File: config.mk
export PLATFORM = sky130hd
export DESIGN_NAME = instruction_fetch_controller
export DESIGN_NICKNAME = d
export VERILOG_FILES = /design/src/rtl/instruction_fetch_controller.sv
export SDC_FILE = /design/constraint.sdc
export NUM_CORES = 1
export LEC_CHECK = 0
export CORE_ASPECT_RATIO = 0.6
export CORE_MARGIN = 2
export CORE_UTILIZATION = 47
export DETAILED_ROUTE_END_ITERATION = 8
export MAX_ROUTING_LAYER = met4
export PLACE_DENSITY = 0.83
export SYNTH_ARGS = -nofsm -noshare
export SYNTH_HDL_FRONTEND = slang
export SYNTH_SLANG_ARGS = --single-unit
File: constraint.sdc
create_clock -name Clock -period 4.6 [get_ports Clock]
set_input_delay 0.92 -clock Clock [delete_from_list [all_inputs] [get_ports Clock]]
set_output_delay 0.92 -clock Clock [all_outputs]
set_load 0.01 [all_outputs]
File: src/rtl/instruction_fetch_controller.sv
// Fetches a 16-bit instruction as two bytes over an 8-bit memory bus, low byte first.
// The controller owns the PC and drives the IR Write/LH strobes.
module instruction_fetch_controller #(
    parameter int                ADDR_W   = 16,
    parameter logic [ADDR_W-1:0] RESET_PC = '0,
    parameter int                TIMEOUT  = 15
) (
    input  logic              Clock,
    input  logic              Reset,
    input  logic              Start,
    input  logic              PCLoad,
    input  logic [ADDR_W-1:0] PCIn,
    input  logic              MemAck,
    input  logic [7:0]        MemData,
    output logic              MemReq,
    output logic [ADDR_W-1:0] MemAddr,
    output logic [ADDR_W-1:0] PCOut,
    output logic [7:0]        IRData,
    output logic              IRWrite,
    output logic              IRLH,
    output logic              Busy,
    output logic              Done,
    output logic              Fault
);

    localparam int CNT_W = $clog2(TIMEOUT + 1);

    typedef enum logic [2:0] {IDLE, REQ_LO, WR_LO, REQ_HI, WR_HI, FAULT} state_t;

    state_t             state, state_nxt;
    logic [ADDR_W-1:0]  pc;
    logic [CNT_W-1:0]   wait_cnt;
    logic               resume_hi;
    logic               in_req, in_wait, timeout_hit;

    assign in_req      = (state == REQ_LO) || (state == REQ_HI);
    assign in_wait     = (state == IDLE) || (state == FAULT);
    assign timeout_hit = (wait_cnt == CNT_W'(TIMEOUT - 1));
    assign MemAddr     = pc;
    assign PCOut       = pc;

    // A restart after a fault resumes at the byte that timed out, so a failed
    // high byte is refetched alone from the PC that still points at it.
    always_comb begin
        state_nxt = state;
        case (state)
            IDLE:    if (Start) state_nxt = REQ_LO;
            FAULT:   if (Start) state_nxt = resume_hi ? REQ_HI : REQ_LO;
            REQ_LO:  if (MemAck) state_nxt = WR_LO;
                     else if (timeout_hit) state_nxt = FAULT;
            WR_LO:   state_nxt = REQ_HI;
            REQ_HI:  if (MemAck) state_nxt = WR_HI;
                     else if (timeout_hit) state_nxt = FAULT;
            WR_HI:   state_nxt = IDLE;
            default: state_nxt = IDLE;
        endcase
    end

    always_ff @(posedge Clock) begin
        if (!Reset) begin
            state     <= IDLE;
            pc        <= RESET_PC;
            wait_cnt  <= '0;
            resume_hi <= 1'b0;
            IRData    <= '0;
            MemReq    <= 1'b0;
            IRWrite   <= 1'b0;
            IRLH      <= 1'b0;
            Busy      <= 1'b0;
            Done      <= 1'b0;
            Fault     <= 1'b0;
        end else begin
            state    <= state_nxt;
            wait_cnt <= (state_nxt != state) ? '0 : wait_cnt + 1'b1;
            // Outputs are decoded from the next state so they align with it.
            MemReq   <= (state_nxt == REQ_LO) || (state_nxt == REQ_HI);
            IRWrite  <= (state_nxt == WR_LO) || (state_nxt == WR_HI);
            IRLH     <= (state_nxt == WR_HI);
            Busy     <= (state_nxt != IDLE) && (state_nxt != FAULT);
            Done     <= (state == WR_HI);

            if (in_wait && PCLoad)
                pc <= PCIn;
            if (in_req && MemAck) begin
                IRData <= MemData;
                pc     <= pc + 1'b1;
            end

            if (in_req && state_nxt == FAULT) begin
                Fault     <= 1'b1;
                resume_hi <= (state == REQ_HI);
            end else if (in_wait && Start) begin
                Fault <= 1'b0;
            end
        end
    end

endmodule

### Yosys cells after proc, flatten, opt, wreduce, memory -nomap -nowiden

Cells that the tools add are included.

| word-level totals | value |
|---|---|
| output and inout port bits | 46 |
| latch bits | 0 |
| memory bits (writable) | 0 |
| word-level logic and storage cells | 52 |
| memories kept | 0 |
| input port bits | 29 |
| register bits after elaboration | 38 |
| memory bits (read-only) | 0 |

| cells by class | value |
|---|---|
| bitwise logic cells | 1 |
| equal/unequal tests | 13 |
| order comparisons | 0 |
| shift operators | 0 |
| $mul | 0 |
| div/mod/pow operators | 0 |
| $add $sub $neg | 2 |
| reductions and logical operators | 14 |
| multiplexer cells | 11 |

Operators with widths:

| kind | count |
|---|---|
| $mux 16 | 2 |
| $add 16x1->16 const B | 1 |
| $mux 3 | 5 |
| $pmux 3 s5 | 1 |
| $eq 3x2->1 const B | 4 |
| $eq 3x3->1 const B | 4 |
| $eq 3x1->1 const B | 2 |
| $logic_and 1x1->1 | 5 |
| $add 4x1->4 const B | 1 |
| $eq 4x4->1 const B | 1 |
| $logic_or 1x1->1 | 4 |
| $reduce_bool 2->1 | 2 |
| $logic_not 3->1 | 1 |
| $ne 3x3->1 | 1 |
| $ne 3x3->1 const B | 1 |
| $reduce_bool 3->1 | 1 |
| $mux 1 | 2 |
| $mux 2 | 1 |
| $reduce_or 2->1 | 1 |
| $not 1->1 | 1 |

### Longest topological paths before layout

| logic depth | value |
|---|---|
| depth in word-level cells | 7 |
| gate-level depth with buffers | 7 |
| gate-level depth less buffers | 6 |

### Worst setup path before layout

No wires, ideal clock.

| timing path | value |
|---|---|
| path kind | input port to flip-flop |
| start point | input port MemAck |
| end point | register pc[8] (netlist: MemAddr[8]) |
| slack | 2.732 ns |
| buffers on the path | 1 |
| arrival | 1.794 ns |
| required time | 4.526 ns |
| setup time | 0.074 ns |
| stages | 5 |
| cell sequence | and3b_1 buf_2 nand3_2 or3_1 a31oi_1 |

| between the ends | value |
|---|---|
| cells in the longest elaborated chain, start to end | 2 |
| elaborated cells between the ends (all ways) | 3 |
| classes of those cells | mux: 1; reduce/logical: 2 |

RTL lines:

| what | line | source |
|---|---|---|
| start: declaration | 13 | `input logic MemAck,` |
| $logic_and 1x1->1 (*) | 84 | `if (in_req && MemAck) begin` |
| $mux 16 / $reduce_bool 2->1 (equally long branches) | - |  |
| end signal: assignment | 83 | `pc <= PCIn;` |
| end signal: assignment | 86 | `pc <= pc + 1'b1;` |
| end: declaration | 31 | `logic [ADDR_W-1:0] pc;` |

Mark *: on every way between the ends. The rest lies on a longest branch, timed or not.
A chain may end at the register's enable or synchronous reset.

### Worst setup path after layout

| timing path | value |
|---|---|
| start point | input port MemAck |
| end point | register pc[12] (netlist: MemAddr[12]) |

Same word-level chain as after synthesis.

==> results.tsv <==
stage	metric	value	unit
cells_and_area	Sequential Area	761	um^2
cells_and_area	commonest non-fill, non-tap cell in the layout	clkdlybuf4s50_1	
drt	DR vias	1868	
grt	global-route wire length before repair	7750	um
drt	DRC viols	0	
die	I/O pins	75	
power	Internal Pwr Total	0.000565	W
cells_and_area	Multi-input gate area	967	um^2
drt	DR iter-0 viols	164	
placement	detailed placement HPWL	3620	um
worst_setup_path	Crit. End Element	flip-flop	
logic_synthesis	Synth Warn #	0	
status	status	finished, final reports clean	
sta	Max Clk Rate	381	MHz
sta	Slew @ Worst Pin	0.727	ns
worst_setup_path	CP Max Fanout	20	
power	switching share of power	27.9	%
grt	total track usage	22.2	%
power	Peak VDD IR	163	uV
clocking	CTS HTree Levels	2	
clocking	CTS resizes	0	
clocking	clock root buffer master	clkbuf_8	
grt	met1 GRT Util	33.0	%
die	core area	0.00403	mm^2
cells_and_area	commonest non-fill, non-tap cells in the layout	74 x clkdlybuf4s50_1, 38 x dfxtp_1, 34 x nand2_1	
sta	final period utilization	57.0	%
clocking	CTS tree	yes	
grt	largest net degree at the start of global routing	26	
grt	GR Layer Usage met3	5.83	%
clocking	Worst-path clk slew	0.08	ns
power	Comb pwr share	21.5	%
logic_synthesis	Post-Syn Nets	265	
placement	I/O Buffers	74	
logic_synthesis	register area share after synthesis	39.3	%
worst_setup_path	Critical Path AT	2.84	ns
sta	Rel. slew slack	51.4	%
sta	final worst setup slack	1.98	ns
grt	GR peak layer	met1	
die	starting density of the core	48.0	%
logic_synthesis	Top FF cell, synth	dfxtp_1	
grt	met2 global-route usage	29.8	%
logic_synthesis	#FFs+latches synth	38	
clocking	hold_buf cts	0	
min_path	min-delay worst type	reg2reg	
sta	max-slew violation total from the final report	0	
grt	total grt overflow	0	
flow_run	total of max-cap violations	0	
die	die outline area	0.00466	mm^2
cells_and_area	nets	315	
drt	antenna viol nets, final	0	
worst_setup_path	worst endpoint required time	4.82	ns
grt	vias in the first global route	1579	
die	die width	86.9	um
die	Row Count	18	
sta	Layout Skew	0.00929	ns
worst_setup_path	CP Launch Type	input port	
placement	worst slack, placed	1.66	ns
clocking	Max Root-Sink Buffers	2	
power	Switching Power	0.000219	W
grt	initial antenna violation count	0	
clocking	# clock sinks	38	
clocking	Post-CTS Setup Bufs	0	
cells_and_area	fillers	342	
logic_synthesis	Async S/R FF share, synth	0	%
logic_synthesis	cell area after synthesis	0.00194	mm^2
sta	Setup Viol. Count Final	0	
die	Die Height	53.7	um
power	power share of the clock group	30.3	%
drt	drt via density	5.59	
clocking	worst skew pair latency	0.29	ns
sta	Tmin final	2.62	ns
drt	Initial DRT Pass Iterations	4	
sta	RSZ-0062 raised after global routing	false	
sta	Fin Setup TNS	0	ns
logic_synthesis	Post-synth EDFFs	0	
logic_synthesis	post-synth cell types	44	
clocking	total CTS buffers	5	
power	Pwr per Cell Area	298	mW/mm^2
cells_and_area	Ant. Diodes	0	
power	P_leak	0.917	nW
power	sequential power share	48.2	%
logic_synthesis	syn avg cell area	8.31	um^2
sta	Fin. Hold Viols	0	
cells_and_area	share of layout cells above drive strength 1	4.58	%
logic_synthesis	cell count after synthesis	233	
drt	routed length per instance	15.2	um
cells_and_area	area delta synth->final	36.1	%
drt	total wire length	5070	um
worst_setup_path	WS Path Type	in2reg	
placement	Final GP Congestion	0.828	
-- routing by layer --
| metal | routed length (um) | vias to the layer above |
|---|---|---|
| met4 | 7 | 0 |
| met3 | 491 | 2 |
| li1 | - | 923 |
| met1 | 2540 | 844 |
| met5 | 0 | - |
| met2 | 2040 | 99 |
-- flip-flops by register name, indices dropped and copies added, names as in the netlist --
register and count:
MemAddr 16, IRData 8, wait_cnt 4, state 3
Busy 1, Done 1, Fault 1, IRLH 1
IRWrite 1, MemReq 1, resume_hi 1
-- Yosys cell counts, drive strengths merged, types with 4 or more instances --
| library cell | number | area share, % |
|---|---|---|
| o211ai | 8 | 3.1 |
| dfxtp | 38 | 39 |
| o21ai | 11 | 2.8 |
| nand2 | 34 | 6.6 |
| a21oi | 19 | 4.9 |
| clkbuf | 6 | 1.2 |
| a31oi | 11 | 3.6 |
| nand3 | 7 | 2.1 |
| and3 | 4 | 1.3 |
| buf | 25 | 9.0 |
| nor2 | 15 | 2.9 |
| and2 | 5 | 1.6 |
| or3 | 4 | 1.3 |
| and4 | 4 | 1.8 |
-- worst paths after layout --
path,from,endpoint,slack (ns),cells after the start
max,MemAck,MemAddr[12]$_SDFFE_PN0P_,1.98,4
min,wait_cnt[0]$_SDFF_PP0_,wait_cnt[0]$_SDFF_PP0_,0.46,1
max reg2reg,state[0]$_SDFF_PN0_,MemAddr[12]$_SDFFE_PN0P_,2.57,3
min reg2reg,wait_cnt[0]$_SDFF_PP0_,wait_cnt[0]$_SDFF_PP0_,0.46,1
-- metrics by stage --
| step | hold slack [ns] | area, um^2 | total power (W) | instances | util, % |
|---|---|---|---|---|---|
| after floorplan | 0.430 | 1940 | 0.000472 | 233 | - |
| after global placement | 0.440 | 2540 | 0.000551 | 326 | 63.1 |
| after detailed placement | 0.450 | 2540 | 0.000553 | 326 | 63.1 |
| after CTS | 0.463 | 2630 | 0.000787 | 334 | 65.3 |
| after global routing | 0.491 | 2630 | 0.000820 | 334 | 65.3 |
| final | 0.460 | 2630 | 0.000785 | 334 | 65.3 |
-- final cells by class --
class                           instances  share of cell area (%)
Multi-Input combinational cell        161                    36.7
Clock inverter                          1                   0.190
Inverter                                3                   0.428
Tap cell                               50                    2.38
Sequential cell                        38                    28.9
Timing Repair Buffer                   74                    28.1
Clock buffer                            7                    3.28
-- kinds of logic after synthesis --
family                   synth area share [%]
AND/OR/NAND/NOR                          24.4
AO/OA/AOI/OAI                            21.8
buffers and inverters                    10.7
adder cells (fa/ha/maj)                  1.94
multiplexers                            0.517
flip-flops                               39.3
XOR/XNOR                                 1.36
-- power by group through the flow --
stage	sequential, W	combinational [W]	clock, W
final	0.000378	0.000169	0.000238
after CTS	0.000378	0.000169	0.000240
after global routing	0.000382	0.000182	0.000256
after global placement	0.000385	0.000166	0
after detailed placement	0.000385	0.000168	0
after floorplan	0.000384	0.0000888	0
-- worst max-delay path, stage by stage --
cell and delay (ns):
clkdlybuf4s50_1 0.57, nand3b_1 0.54, or4b_1 0.68, a31oi_1 0.13
Power figures use the tool's default switching activity.
